==> config.mk <==
export PLATFORM = sky130hd
export DESIGN_NAME = axi4_lite_wr_fifo_sequencer_flat
export DESIGN_NICKNAME = d
export VERILOG_FILES = /design/src/rtl/axi4_lite_wr_fifo_sequencer_if.sv /design/src/rtl/axi4_lite_wr_fifo_sequencer.sv /design/src/flat_wrapper.sv
export SDC_FILE = /design/constraint.sdc
export NUM_CORES = 1
export LEC_CHECK = 0
export CORE_UTILIZATION = 38
export DETAILED_ROUTE_END_ITERATION = 7
export PLACE_DENSITY_LB_ADDON = 0.12
export SETUP_SLACK_MARGIN = 0.4
export SLEW_MARGIN = 0
export SYNTH_ARGS = -nofsm -noshare
export SYNTH_HDL_FRONTEND = slang
export SYNTH_SLANG_ARGS = --single-unit
==> constraint.sdc <==
create_clock -name aclk -period 2.4 [get_ports aclk]
set_input_delay 0.6 -clock aclk [delete_from_list [all_inputs] [get_ports aclk]]
set_output_delay 0.6 -clock aclk [all_outputs]
set_load 0.03 [all_outputs]
==> src/rtl/axi4_lite_wr_fifo_sequencer_if.sv <==
// ----------------------------------------------------------------------------
// axi4_lite_wr_fifo_sequencer_if
//
// Bundles the signals between the write sequencer and its surroundings:
// the AW and W FIFO read ports, the B FIFO write port and the simple
// register-bus write port.
//
// Handshake semantics:
//   - AW/W FIFOs are first-word-fall-through. The head (_awaddr, _wdata,
//     _wstrb) is valid while *_rd_empty is low. Asserting *_rd_en for one
//     cycle while not empty consumes the head at the next clock edge.
//   - B FIFO: b_wr_en pushes bresp at the clock edge. It is only asserted
//     while b_wr_full is low.
//   - Register bus: reg_wr_en is held with reg_addr/reg_wdata/reg_wstrb
//     stable until the backend returns a single-cycle reg_wr_ack.
//     reg_wr_err is only meaningful in a cycle where reg_wr_ack is high.
//
// Modports:
//   master : the sequencer side (pops AW/W, pushes B, drives the backend)
//   slave  : the environment side (FIFOs and backend)
// ----------------------------------------------------------------------------
interface axi4_lite_wr_fifo_sequencer_if #(
   parameter int A = 32,
   parameter int N = 4
);
   logic             aw_rd_empty;
   logic [A-1:0]     _awaddr;
   logic             aw_rd_en;
   logic             w_rd_empty;
   logic [8*N-1:0]   _wdata;
   logic [N-1:0]     _wstrb;
   logic             w_rd_en;
   logic             b_wr_full;
   logic             b_wr_en;
   logic [1:0]       bresp;
   logic             reg_wr_en;
   logic [A-1:0]     reg_addr;
   logic [8*N-1:0]   reg_wdata;
   logic [N-1:0]     reg_wstrb;
   logic             reg_wr_ack;
   logic             reg_wr_err;

   modport master (
      input  aw_rd_empty, _awaddr, w_rd_empty, _wdata, _wstrb,
      input  b_wr_full, reg_wr_ack, reg_wr_err,
      output aw_rd_en, w_rd_en, b_wr_en, bresp,
      output reg_wr_en, reg_addr, reg_wdata, reg_wstrb
   );

   modport slave (
      output aw_rd_empty, _awaddr, w_rd_empty, _wdata, _wstrb,
      output b_wr_full, reg_wr_ack, reg_wr_err,
      input  aw_rd_en, w_rd_en, b_wr_en, bresp,
      input  reg_wr_en, reg_addr, reg_wdata, reg_wstrb
   );
endinterface

==> src/rtl/axi4_lite_wr_fifo_sequencer.sv <==
// ----------------------------------------------------------------------------
// axi4_lite_wr_fifo_sequencer
//
// Pops one AW entry and one W entry together, issues a single write on the
// register bus, waits for its completion (or a timeout) and pushes the
// resulting BRESP into the B FIFO. Exactly one write is in flight at a time.
//
// Ports:
//   aclk          clock
//   areset        synchronous active-high reset
//   bus           FIFO + register-bus signals (master modport)
//   busy          high whenever the FSM is not in IDLE
//   timeout_count saturating count of writes completed by timeout (DECERR)
// ----------------------------------------------------------------------------
module axi4_lite_wr_fifo_sequencer #(
   parameter int A        = 32,
   parameter int N        = 4,
   parameter bit USE_STRB = 1'b1,
   parameter int TIMEOUT  = 256
) (
   input  logic                                aclk,
   input  logic                                areset,
   axi4_lite_wr_fifo_sequencer_if.master       bus,
   output logic                                busy,
   output logic [15:0]                         timeout_count
);

   localparam int            CW     = (TIMEOUT > 1) ? $clog2(TIMEOUT) : 1;
   localparam int            TLIM   = (TIMEOUT > 0) ? TIMEOUT - 1 : 0;
   localparam logic [CW-1:0] TLIM_C = CW'(TLIM);

   localparam logic [1:0] RESP_OKAY   = 2'b00;
   localparam logic [1:0] RESP_SLVERR = 2'b10;
   localparam logic [1:0] RESP_DECERR = 2'b11;

   typedef enum logic [1:0] {
      IDLE = 2'd0,
      REQ  = 2'd1,
      RESP = 2'd2
   } state_t;

   state_t          state, state_d;
   logic [A-1:0]    addr_q;
   logic [8*N-1:0]  data_q;
   logic [N-1:0]    strb_q;
   logic [1:0]      resp_q, resp_d;
   logic [CW-1:0]   cnt_q, cnt_d;
   logic [15:0]     tc_q, tc_d;
   logic            pop;
   logic            b_push;
   logic [N-1:0]    eff_strb;

   assign eff_strb = USE_STRB ? bus._wstrb : {N{1'b1}};

   always_comb begin
      state_d = state;
      resp_d  = resp_q;
      cnt_d   = cnt_q;
      tc_d    = tc_q;
      pop     = 1'b0;
      b_push  = 1'b0;
      case (state)
         IDLE: begin
            // Both heads must be present in the same cycle; the pair is
            // always consumed together. Gated by reset so nothing is popped
            // in a cycle that is about to be discarded.
            if (!areset && !bus.aw_rd_empty && !bus.w_rd_empty) begin
               pop = 1'b1;
               if (eff_strb == '0) begin
                  // Nothing to write: complete without touching the backend.
                  state_d = RESP;
                  resp_d  = RESP_OKAY;
               end else begin
                  state_d = REQ;
                  cnt_d   = '0;
               end
            end
         end
         REQ: begin
            // An ack in the timeout cycle takes priority over the timeout.
            if (bus.reg_wr_ack) begin
               resp_d  = bus.reg_wr_err ? RESP_SLVERR : RESP_OKAY;
               state_d = RESP;
            end else if ((TIMEOUT != 0) && (cnt_q == TLIM_C)) begin
               resp_d  = RESP_DECERR;
               tc_d    = (tc_q == 16'hFFFF) ? tc_q : tc_q + 16'd1;
               state_d = RESP;
            end else begin
               cnt_d = cnt_q + 1'b1;
            end
         end
         RESP: begin
            if (!areset && !bus.b_wr_full) begin
               b_push  = 1'b1;
               state_d = IDLE;
            end
         end
         default: state_d = IDLE;
      endcase
   end

   always_ff @(posedge aclk) begin
      if (areset) begin
         state  <= IDLE;
         addr_q <= '0;
         data_q <= '0;
         strb_q <= '0;
         resp_q <= '0;
         cnt_q  <= '0;
         tc_q   <= '0;
      end else begin
         state  <= state_d;
         resp_q <= resp_d;
         cnt_q  <= cnt_d;
         tc_q   <= tc_d;
         if (pop) begin
            addr_q <= bus._awaddr;
            data_q <= bus._wdata;
            strb_q <= eff_strb;
         end
      end
   end

   assign bus.aw_rd_en   = pop;
   assign bus.w_rd_en    = pop;
   assign bus.reg_wr_en  = (state == REQ);
   assign bus.reg_addr   = addr_q;
   assign bus.reg_wdata  = data_q;
   assign bus.reg_wstrb  = strb_q;
   assign bus.b_wr_en    = b_push;
   assign bus.bresp      = resp_q;
   assign busy           = (state != IDLE);
   assign timeout_count  = tc_q;

endmodule
==> src/flat_wrapper.sv <==
// flat-port wrapper written by rule: the top's interface ports become plain ports
module axi4_lite_wr_fifo_sequencer_flat 
#(
   parameter int A        = 32,
   parameter int N        = 4,
   parameter bit USE_STRB = 1'b1,
   parameter int TIMEOUT  = 256
)
  (aclk, areset, busy, timeout_count, bus_aw_rd_empty, bus__awaddr, bus_w_rd_empty, bus__wdata, bus__wstrb, bus_b_wr_full, bus_reg_wr_ack, bus_reg_wr_err, bus_aw_rd_en, bus_w_rd_en, bus_b_wr_en, bus_bresp, bus_reg_wr_en, bus_reg_addr, bus_reg_wdata, bus_reg_wstrb);
  axi4_lite_wr_fifo_sequencer_if #(.A(A), .N(N)) bus_i ();
  input  logic aclk;
  input  logic areset;
  output logic busy;
  output logic [15:0] timeout_count;
  input wire logic [$bits(bus_i.aw_rd_empty)-1:0] bus_aw_rd_empty;
  input wire logic [$bits(bus_i._awaddr)-1:0] bus__awaddr;
  input wire logic [$bits(bus_i.w_rd_empty)-1:0] bus_w_rd_empty;
  input wire logic [$bits(bus_i._wdata)-1:0] bus__wdata;
  input wire logic [$bits(bus_i._wstrb)-1:0] bus__wstrb;
  input wire logic [$bits(bus_i.b_wr_full)-1:0] bus_b_wr_full;
  input wire logic [$bits(bus_i.reg_wr_ack)-1:0] bus_reg_wr_ack;
  input wire logic [$bits(bus_i.reg_wr_err)-1:0] bus_reg_wr_err;
  output wire logic [$bits(bus_i.aw_rd_en)-1:0] bus_aw_rd_en;
  output wire logic [$bits(bus_i.w_rd_en)-1:0] bus_w_rd_en;
  output wire logic [$bits(bus_i.b_wr_en)-1:0] bus_b_wr_en;
  output wire logic [$bits(bus_i.bresp)-1:0] bus_bresp;
  output wire logic [$bits(bus_i.reg_wr_en)-1:0] bus_reg_wr_en;
  output wire logic [$bits(bus_i.reg_addr)-1:0] bus_reg_addr;
  output wire logic [$bits(bus_i.reg_wdata)-1:0] bus_reg_wdata;
  output wire logic [$bits(bus_i.reg_wstrb)-1:0] bus_reg_wstrb;
  assign bus_i.aw_rd_empty = bus_aw_rd_empty;
  assign bus_i._awaddr = bus__awaddr;
  assign bus_i.w_rd_empty = bus_w_rd_empty;
  assign bus_i._wdata = bus__wdata;
  assign bus_i._wstrb = bus__wstrb;
  assign bus_i.b_wr_full = bus_b_wr_full;
  assign bus_i.reg_wr_ack = bus_reg_wr_ack;
  assign bus_i.reg_wr_err = bus_reg_wr_err;
  assign bus_aw_rd_en = bus_i.aw_rd_en;
  assign bus_w_rd_en = bus_i.w_rd_en;
  assign bus_b_wr_en = bus_i.b_wr_en;
  assign bus_bresp = bus_i.bresp;
  assign bus_reg_wr_en = bus_i.reg_wr_en;
  assign bus_reg_addr = bus_i.reg_addr;
  assign bus_reg_wdata = bus_i.reg_wdata;
  assign bus_reg_wstrb = bus_i.reg_wstrb;
  axi4_lite_wr_fifo_sequencer #(.A(A), .N(N), .USE_STRB(USE_STRB), .TIMEOUT(TIMEOUT)) u_core (.aclk(aclk), .areset(areset), .bus(bus_i), .busy(busy), .timeout_count(timeout_count));
endmodule
* Yosys cells after proc, flatten, opt, wreduce, memory -nomap -nowiden
Index checks and enable logic that the tools add are counted.
Storage, ports and cells: bits in writable memories 0, register bits 96, ROM bits 0, memories kept 0, bits in latches 0, input port bits 75, output and inout port bits 91, word-level logic and storage cells 58
Cells by class: equal/unequal tests 11, order comparisons 0, multiplexer cells 21, add/sub/neg operators 2, divide/modulo/power cells 0, shift operators 0, reductions and logical operators 15, multipliers 0, bitwise gates (word level) 2
Operators with widths (count):
- $mux 8 | 4
- $mux 2 | 10
- $add 16x1->16 const B | 1
- $eq 16x16->1 const B | 1
- $pmux 8 s2 | 1
- $add 8x1->8 const B | 1
- $eq 8x8->1 const B | 1
- $reduce_and 4->1 | 2
- $ne 2x1->1 const B | 3
- $ne 2x2->1 const B | 3
- $pmux 2 s3 | 1
- $reduce_and 5->1 | 1
- $logic_not 1->1 | 4
- $logic_not 4->1 | 1
- $mux 1 | 4
- $pmux 2 s2 | 1
- $reduce_bool 2->1 | 2
- $logic_and 1x1->1 | 3
- $ne 3x2->1 const B | 1
- $reduce_and 3->1 | 1
- $eq 2x1->1 const B | 1
- $eq 2x2->1 const B | 1
- $logic_not 2->1 | 1
- $not 1->1 | 2

* Longest topological paths before layout
word-level depth 5, gate-level depth with buffers 8, mapped depth without buffers 6

* Worst setup path after synthesis
OpenSTA, ideal clock, no wires.
path type input to output, from input port areset, to output port bus_w_rd_en, setup slack -301 ps, cell stages on the path 6, data arrival time 2101 ps, buffers on the path 3, path through clkbuf_1 > nor3_1 > nand2_1 > inv_2 > clkbuf_1 > buf_4
On the way: longest elaborated chain between the ends 5
RTL lines:
- start: declaration | RTL line flat_wrapper.sv:12 | input logic areset;
- $logic_not 1->1 | RTL line axi4_lite_wr_fifo_sequencer.sv:67 | if (!areset && !bus.aw_rd_empty && !bus.w_rd_empty) begin
- $logic_and 1x1->1 (2 in series) | RTL line axi4_lite_wr_fifo_sequencer.sv:67
- $mux 1 | RTL line axi4_lite_wr_fifo_sequencer.sv:67
- $mux 1 | RTL line axi4_lite_wr_fifo_sequencer.sv:62 | case (state)
- end: declaration | RTL line flat_wrapper.sv:24 | output wire logic [$bits(bus_i.w_rd_en)-1:0] bus_w_rd_en;
No other way between the ends.

* Final worst setup path
from register u_core.addr_q[13], in the netlist u_core.bus.reg_addr[13], to output port bus_reg_addr[13]
RTL lines:
- start: declaration | RTL line axi4_lite_wr_fifo_sequencer.sv:43 | logic [A-1:0] addr_q;
- start signal: assignment | RTL line axi4_lite_wr_fifo_sequencer.sv:117 | addr_q <= bus._awaddr;
- end: declaration | RTL line flat_wrapper.sv:28 | output wire logic [$bits(bus_i.reg_addr)-1:0] bus_reg_addr;
No word-level cell between the ends.

==> results by group <==
Critical path
  – Startpoint Class: register
  – Cell family with most CP delay: buffers and inverters
  – CP Class: reg2out
  – Reg-to-reg slack, setup: 0.47 ns
  – Worst Setup End Kind: primary output
  – Crit path arrival time: 1.36 ns
  – Slowest cell on crit path: clkdlybuf4s50_1
  – Max incr delay on CP: 0.67 ns
  – CP required: 1.80 ns
  – CP cell instances: clkdlybuf4s50_1
  – Worst-path fanout max: 2
  – CP Buf/Inv Count: 1

Drt
  – # DRC: 0
  – Post-DR wirelength/cell: 13.46 µm
  – 1st-iter DRT viols: 185
  – Met2 wire length: 4755 µm
  – Vias post-DR: 3,815
  – Routed Antenna Nets: 0
  – M1 WL: 4737 µm
  – Detailed Routing Iterations Pass 1: 6
  – Met3 WL post-DR: 854 µm
  – DR top layer: met4
  – DR vias/cell: 4.897
  – Post-Route WL: 10,480 µm

Yosys
  – Synth Cell Area: 3786 µm²
  – Synth area leaders: dfxtp_1 51%, nand2_1 15%, a21oi_1 11%, nor2_1 3.2%, clkbuf_1 2.5%
  – Yosys top cell area share: 50.76%
  – EDFF count, synth: 0
  – Syn Area/Cell: 7.954 µm²
  – Post-synth top flop: dfxtp_1
  – Mapped Cells: 476
  – Ys Warns: 0
  – Synthesized flop and latch total: 96
  – Simple-Gate Fraction of Synth Area: 25.94%
  – Compound-Gate Fraction of Synth Area: 15.47%
  – Post-Synthesis Net Count: 553
  – Largest family of logic cells by synthesized area: simple AND/OR/NAND/NOR gates
  – Synth area leader: dfxtp_1
  – Seq/Total Area, Yosys: 50.76%
  – Post-synthesis cell type count: 42
  – Async S/R FF share, synth: 0%
  – Post-Synth Adder-Cell Area: 0.6609%
  – Synth Area in XOR/XNOR: 2.776%
  – Mux contribution to synthesized area: 0.5288%

Finish
  – Fraction of layout cells with a size suffix above 1: 10.06%
  – Antenna diodes: 0
  – Nets: 718
  – Syn-to-layout area delta: 57.77%

Global routing
  – Vias in the first global route: 3,359
  – Total gr overflow: 0
  – First-pass GRT wire length: 15,920 µm
  – Pin count of the biggest net entering global routing: 82
  – Initial antenna violation count: 0
  – Global Route Usage Sum: 19.40%

Timing
  – Clock Skew: 0.008244 ns
  – RSZ-0062 raised after global routing: true
  – Relative slew slack: 53.81%
  – Setup TNS: 0 ns
  – Setup ws final: 0.4398 ns
  – Hold Vio Cnt, Final: 0
  – Final Setup Violations: 0
  – Fmax: 510.2 MHz
  – Worst-Margin Slew: 0.6928 ns
  – Final Cycle Share: 81.67%
  – Final Critical Period: 1.960 ns
  – Max-slew violation count: 0

Flow run
  – Max_cap viols: 0

Floorplanning
  – # IOs: 166
  – Die area: 10,370 µm²
  – Die H: 101.8 µm
  – Core area: 9729 µm²
  – # rows: 36
  – Die W: 101.8 µm
  – Starting Density: 38.91%

Status
  – Status: finished, final reports clean

Placement
  – DP HPWL: 7023 µm
  – Placer Congestion: 0.7722
  – Port Buffers: 165
  – Minimum setup slack after placement: -0.1735 ns

Clock tree
  – CTS root buf: clkbuf_8
  – Number of CTS-inserted buffers: 9
  – Worst-Skew Late Latency: 0.36 ns
  – Clock sinks: 96
  – CTS Buffer Depth: 2
  – CTS tree: done
  – Worst-path clk slew: 0.09 ns
  – H-tree depth: 3
  – Hold buffer count at CTS: 0

Hold path
  – Hold crit path type: reg2reg

Pwr
  – Power per cell area: 519.0 nW/µm²
  – VDD IR max: 0.3135 mV
  – LEAKAGE: 0.003014 µW
  – Total power: 3100 µW
[per-stage QoR]
step	std cells	utilization [%]	hold WS [ns]	cell area [µm²]
after global placement	760	57.93	0.4407	5637
after global routing	779	61.39	0.4686	5973
after detailed placement	760	57.93	0.4453	5637
after CTS	778	59.93	0.4577	5831
final	779	61.39	0.4517	5973
after floorplan	476	-	0.4624	3842
[flip-flops by register name (all words and copies together), names as in the netlist]
signal / count
u_core.bus.reg_wdata: 32
u_core.bus.reg_wstrb: 4
u_core.bus.reg_addr: 32
u_core.cnt_q: 8
u_core.bus.bresp: 2
u_core.state: 2
u_core.timeout_count: 16
[cells in the final DEF, fill, tap and decap left out, types with 2 or more instances in the layout]
master	instances
nor2_1	32
nor3b_1	2
inv_1	4
nand2_1	146
a21oi_1	78
dfxtp_2	5
buf_12	2
a31oi_1	2
a21oi_2	2
nor3_1	3
nor3_2	2
clkdlybuf4s15_1	2
nor2b_1	2
o211ai_1	3
dfxtp_1	90
dlygate4sd2_1	37
and3_1	5
o21ai_0	7
clkbuf_1	2
a311oi_1	3
ha_1	2
a211oi_2	2
nand3_1	7
xor2_1	6
nor4_2	2
nor4_1	3
dlymetal6s2s_1	46
clkbuf_8	9
nand2b_1	3
buf_6	2
xnor2_1	6
clkdlybuf4s50_1	73
or4_4	2
nand4_1	4
buf_4	18
mux2i_1	2
o2111ai_1	3
clkinv_2	2
and4_1	2
[worst paths after layout]
kind,start,depth (start not counted),end
max,u_core.bus.reg_addr[13],1,bus_reg_addr[13]
max reg2reg,u_core.state[1],5,u_core.timeout_count[6]
min,u_core.bus.reg_wstrb[1],2,u_core.bus.reg_wstrb[1]
min reg2reg,u_core.bus.reg_wstrb[1],2,u_core.bus.reg_wstrb[1]
[per-layer routing]
layer | up-vias | track usage [%]
li1 | 1926 | -
met1 | 1751 | 24.23
met2 | 128 | 31.86
met3 | 10 | 5.540
met4 | 0 | 7.363
met5 | - | 0
[cell usage after synthesis (4+ instances only)]
cell type  number
and3_1          5
nor3_1          5
nand3_1         8
inv_1           4
nand2_1       147
nor4_1          5
a21oi_1        80
dfxtp_1        96
xor2_1          6
nor2_1         32
xnor2_1         6
clkbuf_1       25
nand4_1         4
o21ai_0         8
[kinds of logic (layout without fill, tap and decap cells)]
family / count (synthesis) / count (layout)
DFF: 96 / 96
xor gates and xnor gates: 12 / 12
and+or+nand+nor: 225 / 225
adders and majority gates: 2 / 2
AOI/OAI and AO/OA: 105 / 105
buffers and inverters: 34 / 204
muxes: 2 / 2
[layout make-up]
cell class | instances | area [µm²]
fill | 911 | 3756
sequential | 96 | 1932
timing repair buffer | 183 | 1869
multi-input combinational | 346 | 1797
tap | 133 | 166.4
clock buffer | 11 | 131.4
clock inverter | 5 | 56.30
inverter | 5 | 21.27
[what timing repair did]
item                                    in CTS  in global routing
endpoints found under the setup margin      53                 64
pin swaps                                    5                  3
setup buffers                                2                  1
gates resized for setup                     57                 59
[power by group]
group	total, µW	switching, µW	internal, µW
clock	1030	542	483
combinational	424	220	204
sequential	1650	19.4	1630
total	3100	782	2320
(Power assumes the default switching activity.)
==> variant 1 (same flow settings) <==
`USE_STRB` is set to 1'b1 in 2 places; all go to 1'b0.
--- a/src/rtl/axi4_lite_wr_fifo_sequencer.sv
+++ b/src/rtl/axi4_lite_wr_fifo_sequencer.sv
@@ -16,5 +16,5 @@
    parameter int A        = 32,
    parameter int N        = 4,
-   parameter bit USE_STRB = 1'b1,
+   parameter bit USE_STRB = 1'b0,
    parameter int TIMEOUT  = 256
 ) (
--- a/src/flat_wrapper.sv
+++ b/src/flat_wrapper.sv
@@ -4,5 +4,5 @@
    parameter int A        = 32,
    parameter int N        = 4,
-   parameter bit USE_STRB = 1'b1,
+   parameter bit USE_STRB = 1'b0,
    parameter int TIMEOUT  = 256
 )
Behaviour: not the same (a bounded check fails within 4 cycles, from zero or initial values and one cycle with areset high).
==> variant 1 against the original RTL <==
  * Area after synthesis down 0.83%
  * Worst setup slack got worse by 0.26 ns
  * Die area decreased by 0.80%
  * Total power rose by 8.9%
  * Design area fell by 0.80%
  * Wire length fell by 2.2%
  * Worst hold slack better by 0.0010 ns
  * Register-to-register slack improved by 0.02 ns
  * Sequential cell count down 3
  * Critical endpoint is now bus_w_rd_en
  * Largest power group unchanged
==> variant 1: results (changes against the original RTL) <==
| Metric | Value |
|---|---|
| Switching portion of total power | 22.9% (-2.4 points) |
| Filler Cells Inserted | 839 (-7.9%) |
| Commonest cells post-synth | nand2_1, dfxtp_1, a21oi_1 |
| Fraction of the yosys area taken by sequential cells | 49.6% (-1.2 points) |
| Hold path start | u_core.bus.reg_addr[23] |
| Port Buffers | 161 (-2.4%) |
| Status | completed |
| Met3 usage | 7.04% (+1.5 points) |
| Worst reg2reg endpoint | u_core.timeout_count[1] |
| Depth of the most critical reg-to-reg path | 7 (+2) |
| Hold EP | u_core.bus.reg_addr[23] |
| Met1 usage | 24.0% (-0.28 points) |
| Initial antenna violation count | 2 (+2) |
| Combinational gate power | 0.400 mW (-5.7%) |
| Met2 usage | 32.2% (+0.32 points) |
| DP Area | 0.00548 mm^2 (-2.8%) |
| M1 WL | 4.33 mm (-8.6%) |
| R2r setup slk | 0.49 ns (+0.02 ns) |
| Placed cell count | 732 (-3.7%) |
| Skew final | 0.0119 ns (+0.00367 ns) |
| Synthesized Nets | 543 (-1.8%) |
| Register area | 0.00187 mm^2 (-3.1%) |
| 1st-iter DRT viols | 194 (+4.9%) |
| CP Max Fanout | 3 (+1) |
| Worst VDD drop | 0.364 mV (+16%) |
| Layout cells sized above 1 | 10.0% (-0.062 points) |
| First-pass DRT Iterations | 4 (-2) |
| Cts repair resizes | 53 (-7.0%) |
==> variant 1: cell count changes after synthesis, moves of 7 or more <==
| cell | before | now |
|---|---|---|
| nor2_1 | 32 | 9 |
| clkbuf_1 | 25 | 18 |
| nand2_1 | 147 | 140 |
| o31ai_1 | 0 | 10 |
| buf_2 | 0 | 12 |
| or4_1 | 2 | 11 |
==> variant 1: kinds of logic after synthesis <==
logic type	synth area share, %
xor gates and xnor gates	0.933
buffers and inverters	4.90
and+or+nand+nor	26.8
AOI/OAI and AO/OA	15.9
adders and majority gates	0.666
muxes	1.20
DFF	49.6
==> variant 1: layout make-up <==
| type | instances | area share (%) |
|---|---|---|
| Clock inverter | 5 | 2.22 |
| Sequential cell | 93 | 31.6 |
| Inverter | 5 | 0.359 |
| Multi-Input combinational cell | 333 | 29.8 |
| Antenna cell | 2 | 0.0845 |
| Clock buffer | 10 | 2.32 |
| Timing Repair Buffer | 174 | 30.9 |
| Tap cell | 129 | 2.72 |
==> variant 2 (same flow settings) <==
Without the edit above. Take the reset off `tc_q` and load it in a clocked block of its own.
--- a/src/rtl/axi4_lite_wr_fifo_sequencer.sv
+++ b/src/rtl/axi4_lite_wr_fifo_sequencer.sv
@@ -108,10 +108,8 @@
          resp_q <= '0;
          cnt_q  <= '0;
-         tc_q   <= '0;
       end else begin
          state  <= state_d;
          resp_q <= resp_d;
          cnt_q  <= cnt_d;
-         tc_q   <= tc_d;
          if (pop) begin
             addr_q <= bus._awaddr;
@@ -120,4 +118,8 @@
          end
       end
+   end
+
+   always_ff @(posedge aclk) begin
+      tc_q <= tc_d;
    end
 
Check against the original RTL: no difference found for any inputs over 4 cycles, from zero or initial values and one cycle with areset high; that may be too few to reach the edited logic, so the function may still have changed.
==> variant 2 against the original RTL <==
  * Clock skew increased by 0.0026 ns
  * Worst setup slack worse by 0.0071 ns
  * Via count is 7.7% lower
  * Critical path depth did not move
  * Total power is 8.3% higher
  * Design area increased by 0.29%
  * Cell count shrank 5.8%
  * Sequential cell count unchanged
  * Register-to-register slack improved by 0.02 ns
  * Wire length decreased by 2.6%
  * First-iteration DRC count decreased by 10%
  * Area after synthesis shrank 0.20%
  * Largest cell class unchanged
==> variant 2: results (changes against the original RTL) <==
| Metric | Value |
|---|---|
| CP Max Fanout | 2 (unchanged) |
| First-pass GRT wire length | 14.8 mm (-7.2%) |
| CTS buffer count | 9 (unchanged) |
| Largest cells by area after synthesis | dfxtp_1, nand2_1, edfxtp_1, a21oi_1, xnor2_1 |
| GRT Residual Overflow | 0 (unchanged) |
| Distinct cell type count after synthesis | 42 (unchanged) |
| Skew final | 0.0108 ns (+0.00258 ns) |
| Post-synth EDFFs | 16 (+16) |
| Yosys Warn Count | 0 (unchanged) |
| Leak pwr | 3.11 nW (+3.2%) |
| Depth of the most critical reg-to-reg path | 5 (unchanged) |
| Clock latency on the worst-skew pair | 0.35 ns |
| Hold EP | u_core.bus.reg_wdata[26] |
| R2r setup slk | 0.49 ns (+0.02 ns) |
| Async SR Flop Fraction | 0% (unchanged) |
| Clock H-tree levels | 3 (unchanged) |
| Worst reg2reg endpoint | u_core.timeout_count[4] |
| Initial antenna violation count | 0 (unchanged) |
| Layout cells sized above 1 | 9.48% (-0.58 points) |
| Synthesized Nets | 509 (-8.0%) |
| Fraction of the yosys area taken by sequential cells | 55.1% (+4.3 points) |
| 1st-iter DRT viols | 166 (-10%) |
| Worst hold slack | 0.453 ns (+0.000958 ns) |
| Commonest cells post-synth | nand2_1, dfxtp_1, a21oi_1 |
| Port Buffers | 165 (unchanged) |
| Cell count of the worst hold path | 2 (unchanged) |
| Hold path start | u_core.bus.reg_wdata[26] |
| Largest net degree at the start of global routing | 57 (-30%) |
| NumNets Final | 673 (-6.3%) |
| DP HPWL | 7.19 mm (+2.4%) |
| R2R Path Start | u_core.timeout_count[2] |
| Worst slew pin tran | 0.606 ns (-0.0864 ns) |
| Slowest stage cell, crit path | clkdlybuf4s50_1 |
| Number of global-route vias before repair | 3033 (-9.7%) |
| Clk buf depth | 2 (unchanged) |
| DR vias/cell | 4.80 (-2.0%) |
| # diodes | 0 (unchanged) |
| DR WL/cell | 13.9 um (+3.4%) |
| Status | completed |
| Tot GR Track Use | 18.4% (-1.0 points) |
| Final Wtd Congestion | 0.796 (+3.1%) |
| Clock-pin slew on the worst setup and hold paths | 0.09 ns (about the same) |
| Filler Cells Inserted | 844 (-7.4%) |
| Worst VDD drop | 0.337 mV (+7.6%) |
| First-pass DRT Iterations | 4 (-2) |
## variant 2: cell count changes in the layout (fill, tap and decap cells not counted), sizes merged, moves of 5 or more
| cell | unedited run | this run |
|---|---|---|
| nor2 | 32 | 3 |
| edfxtp | 0 | 16 |
| inv | 6 | 1 |
| dfxtp | 96 | 80 |
| o21ai | 8 | 2 |
## variant 2: logic make-up after synthesis
group	share of synthesized area, %
adders and majority gates	0.662
xor gates and xnor gates	3.24
DFF	55.1
AOI/OAI and AO/OA	14.2
muxes	0.563
buffers and inverters	3.48
and+or+nand+nor	22.7
## variant 2: worst reg2reg max path, delay by kind of cell, from the launching register on
family	cells	cell delay [ns]
flops	1	0.48
buf+inv	1	0.19
compound gates	1	0.29
simple gates	3	0.65
## variant 2: worst max-delay path by stage
| stage | from | to | slack (ns) |
|---|---|---|---|
| final | u_core.bus.reg_addr[21] | bus_reg_addr[21] | 0.43 |
| after global placement | bus_aw_rd_empty | u_core.bus.reg_addr[10] | 0.03 |
| after detailed placement | bus_aw_rd_empty | u_core.bus.reg_addr[9] | -0.02 |
| after floorplan | u_core.timeout_count[7] | u_core.timeout_count[0] | 0.20 |
| after CTS | areset | bus_aw_rd_en | 0.38 |
| after global routing | u_core.bus.reg_addr[21] | bus_reg_addr[21] | 0.40 |
## variant 2: through the flow
stage / instance area, um^2 / worst slack [ns] / instances
global route: 5990 / 0.401 / 734
global placement: 5670 / 0.0278 / 715
detailed placement: 5670 / -0.0161 / 715
finish: 5990 / 0.433 / 734
floorplan: 3840 / 0.199 / 432
CTS: 5860 / 0.378 / 732
## variant 2: layer usage
layer / vias up / GRT usage (%) / wire [um]
met5: - / 0 / 0
met2: 127 / 29.6 / 4780
met3: 14 / 5.80 / 892
li1: 1782 / - / -
met4: 0 / 7.47 / 163
met1: 1600 / 22.8 / 4370
## variant 2: cell type report
class	instances	area share [%]
well taps	133	2.78
multi-input cells	305	27.3
inverters	1	0.0627
flip-flops and latches	96	34.8
clock buffers	14	3.43
clock inverters	2	0.272
repair buffers	183	31.4
## variant 2: timing repair
item                                    CTS  global route
hold buffers                              0             0
gates cloned                              0             0
setup buffers                             1             2
pin swaps                                 2             2
endpoints found under the setup margin   76            55
gates resized for setup                  45            53
## variant 2: power by group
group          total [mW]  internal [mW]  switching [mW]  leakage (nW)
logic               0.536          0.250           0.286          2.16
clock network        1.11          0.563           0.546         0.109
registers            1.71           1.69          0.0262         0.839
total                3.36           2.50           0.858          3.11
